**config.mk**
```make
export PLATFORM = sky130hd
export DESIGN_NAME = ti_sbox_round_seq
export DESIGN_NICKNAME = d
export VERILOG_FILES = /design/src/rtl/ti_sbox_round_seq.sv
export SDC_FILE = /design/constraint.sdc
export NUM_CORES = 1
export LEC_CHECK = 0
export CAP_MARGIN = 20
export CORE_ASPECT_RATIO = 2
export CORE_MARGIN = 3
export CORE_UTILIZATION = 39
export DETAILED_ROUTE_END_ITERATION = 8
export PLACE_DENSITY_LB_ADDON = 0.2
export SETUP_SLACK_MARGIN = 0.02
export SKIP_CTS_REPAIR_TIMING = 1
export SLEW_MARGIN = 20
export SYNTH_ARGS = -nofsm -noshare
export SYNTH_HDL_FRONTEND = slang
export SYNTH_SLANG_ARGS = --single-unit
```
**constraint.sdc**
```tcl
create_clock -name clk -period 2 [get_ports clk]
set_input_delay 0.2 -clock clk [delete_from_list [all_inputs] [get_ports clk]]
set_output_delay 0.2 -clock clk [all_outputs]
set_load 0.005 [all_outputs]
```
**src/rtl/ti_sbox_round_seq.sv**
```systemverilog
// Round sequencer for a 2-share threshold-implementation S-box: holds the shared
// state, feeds it to an external component-function bank and recaptures its result.
module ti_sbox_round_seq #(
  parameter int unsigned NUM_ROUNDS = 3,
  parameter bit          REMASK     = 1'b1
) (
  input  logic        clk,
  input  logic        rst_n,
  input  logic        in_valid,
  output logic        in_ready,
  input  logic [15:0] in_share,
  output logic [15:0] comp_in,
  input  logic [15:0] comp_out,
  input  logic [7:0]  rnd_i,
  output logic        rnd_req,
  output logic [3:0]  round_o,
  output logic        out_valid,
  input  logic        out_ready,
  output logic [15:0] out_share
);

  // Handshakes: a transfer happens on a rising edge where valid && ready are both
  // high; valid never waits on ready, and the offered data stays put until taken.

  localparam logic [3:0] LAST_ROUND = 4'(NUM_ROUNDS - 1);

  typedef enum logic [1:0] {
    IDLE = 2'd0,
    RUN  = 2'd1,
    DONE = 2'd2
  } state_e;

  state_e      state_q, state_d;
  logic [15:0] data_q, data_d;
  logic [3:0]  round_q, round_d;
  logic        live_q;
  logic [15:0] mask;

  // Same byte on both shares keeps the unshared value intact.
  assign mask = REMASK ? {rnd_i, rnd_i} : 16'h0000;

  always_ff @(posedge clk or negedge rst_n) begin
    if (!rst_n) begin
      state_q <= IDLE;
      data_q  <= 16'h0000;
      round_q <= 4'h0;
      live_q  <= 1'b0;
    end else begin
      state_q <= state_d;
      data_q  <= data_d;
      round_q <= round_d;
      live_q  <= 1'b1;
    end
  end

  always_comb begin
    state_d   = state_q;
    data_d    = data_q;
    round_d   = round_q;
    in_ready  = 1'b0;
    rnd_req   = 1'b0;
    out_valid = 1'b0;
    case (state_q)
      IDLE: begin
        // live_q keeps in_ready low until the first edge after reset release.
        in_ready = live_q;
        if (in_valid && live_q) begin
          data_d  = in_share;
          round_d = 4'h0;
          state_d = RUN;
        end
      end
      RUN: begin
        rnd_req = 1'b1;
        data_d  = comp_out ^ mask;
        if (round_q == LAST_ROUND) begin
          round_d = 4'h0;
          state_d = DONE;
        end else begin
          round_d = round_q + 4'd1;
        end
      end
      DONE: begin
        out_valid = 1'b1;
        in_ready  = out_ready;
        if (out_ready) begin
          if (in_valid) begin
            data_d  = in_share;
            round_d = 4'h0;
            state_d = RUN;
          end else begin
            state_d = IDLE;
          end
        end
      end
      default: state_d = IDLE;
    endcase
  end

  assign comp_in   = data_q;
  assign out_share = out_valid ? data_q : 16'h0000;
  assign round_o   = (state_q == RUN) ? round_q : 4'h0;

endmodule

```
==> results of run 1 <==
registers in the layout (all words and copies together), names as in the netlist:
| name | cells |
|---|---|
| round_q | 4 |
| live_q | 1 |
| comp_in | 16 |
| state_q | 2 |
Yosys cell counts (all sizes together):
cell / number
mux2i: 2
nor2: 5
a2111o: 1
a21oi: 3
mux2: 32
o22ai: 1
o21ai: 1
a21o: 2
nand4b: 1
xor2: 16
buf: 4
nand2b: 2
nand3: 3
clkbuf: 1
nor2b: 1
o311ai: 1
ha: 2
and2: 17
inv: 5
o211ai: 2
dfrtp: 23
conb: 1
power groups by stage:
stage | combinational [mW] | sequential (mW) | clock (mW)
floorplan | 1.06 | 0.861 | 0
global placement | 1.89 | 0.876 | 0
detailed placement | 1.95 | 0.893 | 0
CTS | 1.95 | 0.887 | 0.301
global route | 2.22 | 0.932 | 0.319
finish | 2.07 | 0.890 | 0.295
through the flow:
step	cell area [µm²]	utilization (%)	setup TNS (ns)	setup slack, ns	cells
final	2551	69.24	0	0.08834	266
after global placement	2432	66.01	0	0.3316	258
after CTS	2479	67.27	-0.004341	-0.004341	262
after detailed placement	2432	66.01	0	0.2985	258
after global routing	2551	69.24	0	0.01327	266
after floorplan	1534	-	0	0.4292	126
cells in the final DEF (no fill, tap or decap), drive strengths merged, types with 3 or more instances in the layout:
cell,netlist,routed
a21oi,3,3
and2,17,17
buf,4,10
clkbuf,1,3
clkdlybuf4s50,0,82
dfrtp,23,23
inv,5,4
mux2,32,32
nand3,3,3
nor2,5,5
xor2,16,16
layout make-up:
type,count,area share (%)
tap,49,2.403
multi-input combinational,93,35.02
inverter,5,0.9318
clock buffer,3,1.618
sequential,23,22.61
timing repair buffer,92,37.22
clock inverter,1,0.1962
worst max-delay path: stages (launching register included):
cell,delay (ns)
dfrtp_1,0.46
nor2b_2,0.17
buf_6,0.16
and2_1,0.14
clkdlybuf4s50_1,0.51
metal layers:
metal	vias up	GRT usage [%]
met1	614	17.11
li1	609	-
met3	6	3.791
met2	53	35.59
met4	0	5.393
met5	-	0
cell families after synthesis:
| family | after synthesis | share of synthesized area [%] |
|---|---|---|
| AO/OA/AOI/OAI | 11 | 5.220 |
| XOR/XNOR | 16 | 9.135 |
| adder cells (fa/ha/maj) | 2 | 1.631 |
| buffers and inverters | 10 | 4.894 |
| flip-flops | 23 | 37.52 |
| multiplexers | 34 | 30.42 |
| other | 1 | 0.2445 |
| AND/OR/NAND/NOR | 29 | 10.93 |
final timing paths:
check | cells after the start | slack, ns | endpoint | startpoint
max in group asynchronous | 2 | 1.45 | state_q[1] | rst_n
hold reg to reg | 1 | 0.53 | comp_in[2] | comp_in[2]
hold / removal | 2 | 0.29 | comp_in[10] | rst_n
setup / recovery | 4 | 0.09 | out_share[14] | state_q[0]
min in group clk | 1 | 0.53 | comp_in[2] | comp_in[2]
setup reg to reg | 7 | 0.30 | comp_in[0] | state_q[1]
==> impl_metrics.py, run 1 <==
metrics = {
    "power_and_ir_drop": {
        "clkPwrFrac_pct": 9.1,
        "power.leakage_nw": 1.097,
        "finalPower_mw": 3.252,
        "vdd_drop_max_mv": 0.9322,
        "p_per_area_nw_per_um2": 1275,
        "switching_share_pct": 31.98,
        "intPower_mw": 2.212,
        "power_frac_comb_pct": 63.5,
        "seqPwrFrac_pct": 27.4,
        "switching_power_mw": 1.040,
    },
    "sta": {
        "setup_viol": 0,
        "fin_hold_ws_ns": 0.2887,
        "final.min_clock_period_ns": 1.912,
        "finalClockSkew_ns": 0.001197,
        "rsz0062_at_grt": "true",
        "min_period_over_period_pct": 95.58,
        "final_max_slew_viol_count": 0,
        "max_freq_ghz": 0.5231,
        "hold_viol_final": 0,
    },
    "synthesis": {
        "syn_nets": 172,
        "postSynthAreaPerCell_um2": 12.17,
        "seq_area_frac_synth_pct": 37.52,
        "synthesis.instances": 126,
        "netlist_top_cells_area": "dfrtp_1, mux2_4, xor2_1",
        "yosys.area.top_type": "dfrtp_1",
        "synth-seq-cells": 23,
        "synth_warnings": 0,
        "synth.top_cell.area_share_pct": 37.52,
        "synth.distinct_cells": 26,
        "syn_area_um2": 1534,
    },
    "clocking": {
        "cts_root_buf": "clkbuf_8",
        "cts_made_buffers": 3,
        "path_clk_slew_ns": 0.08,
        "numClockSinks": 23,
        "cts_max_level": 1,
        "cts_tree": "built",
        "cts_buffer_depth": 2,
        "clock_latency_ns": 0.27,
    },
    "routing": {
        "drtAntennaViolNets": 0,
        "vias": 1282,
        "dr.pass1.iters": 4,
        "wl_um": 4021,
        "routed.top_layer": "met4",
        "met2_wirelength_um": 2445,
        "wire_per_inst_um": 15.12,
        "drtIter0Drc": 11,
        "drt-met1-wl_um": 1298,
        "vias_per_cell": 4.820,
        "met3WireLength_um": 224,
        "drc": 0,
    },
    "final_layout": {
        "final-seq-area_um2": 576.8,
        "num-fill-cells": 300,
        "multi_input_area_um2": 893.4,
        "syn_to_final_growth_pct": 66.31,
        "nets": 264,
        "insertedDiodeCount": 0,
        "drive_gt1_share_pct": 23.50,
    },
    "worst_hold_path": {
        "hold_class": "input port to asynchronous set/reset pin",
    },
    "worst_setup_path": {
        "worst_setup_path_start_kind": "flip-flop",
        "end_kind": "primary output",
        "arrival_ns": 1.71,
        "critPathMaxFanout": 13,
        "path_class": "flip-flop to primary output",
        "crit_required_ns": 1.80,
    },
    "placement": {
        "gp_congestion": 0.7383,
        "portBuffers": 82,
        "hpwl_um": 3268,
    },
    "run_status": {
        "status": "finished clean",
    },
    "run": {
        "max_cap_viol_count": 0,
    },
    "die": {
        "placementRows": 31,
        "die_x_um": 50.35,
        "ios": 83,
        "die-area_um2": 4767,
        "coreArea_um2": 3685,
        "die_h_um": 94.69,
        "start_util_pct": 41.63,
    },
    "global_routing": {
        "grt_pass1_wl_um": 6423,
        "grt_pass1_vias": 1418,
        "grt-ovfl-total": 0,
        "antenna_found_initial": 0,
        "grt_use_total_pct": 17.71,
        "grt_start_max_net_pins": 24,
    },
}
Note: power is estimated with default switching activity, not from simulation.
==> run 2, diff against run 1 <==
--- a/config.mk
+++ b/config.mk
@@ -5,10 +5,10 @@
 export SDC_FILE = /design/constraint.sdc
 export NUM_CORES = 1
 export LEC_CHECK = 0
-export CAP_MARGIN = 20
 export CORE_ASPECT_RATIO = 2
 export CORE_MARGIN = 3
 export CORE_UTILIZATION = 39
+export CTS_CLUSTER_SIZE = 30
 export DETAILED_ROUTE_END_ITERATION = 8
 export PLACE_DENSITY_LB_ADDON = 0.2
 export SETUP_SLACK_MARGIN = 0.02
==> results of run 2 <==
Same layout as run 1: the final DEF is identical, and so are final timing and power.
==> run 3, diff against run 2 <==
--- a/config.mk
+++ b/config.mk
@@ -13,6 +13,7 @@
 export PLACE_DENSITY_LB_ADDON = 0.2
 export SETUP_SLACK_MARGIN = 0.02
 export SKIP_CTS_REPAIR_TIMING = 1
+export SKIP_LAST_GASP = 1
 export SLEW_MARGIN = 20
 export SYNTH_ARGS = -nofsm -noshare
 export SYNTH_HDL_FRONTEND = slang
==> results of run 3 <==
Same layout as run 1: the final DEF is identical, and so are final timing and power.
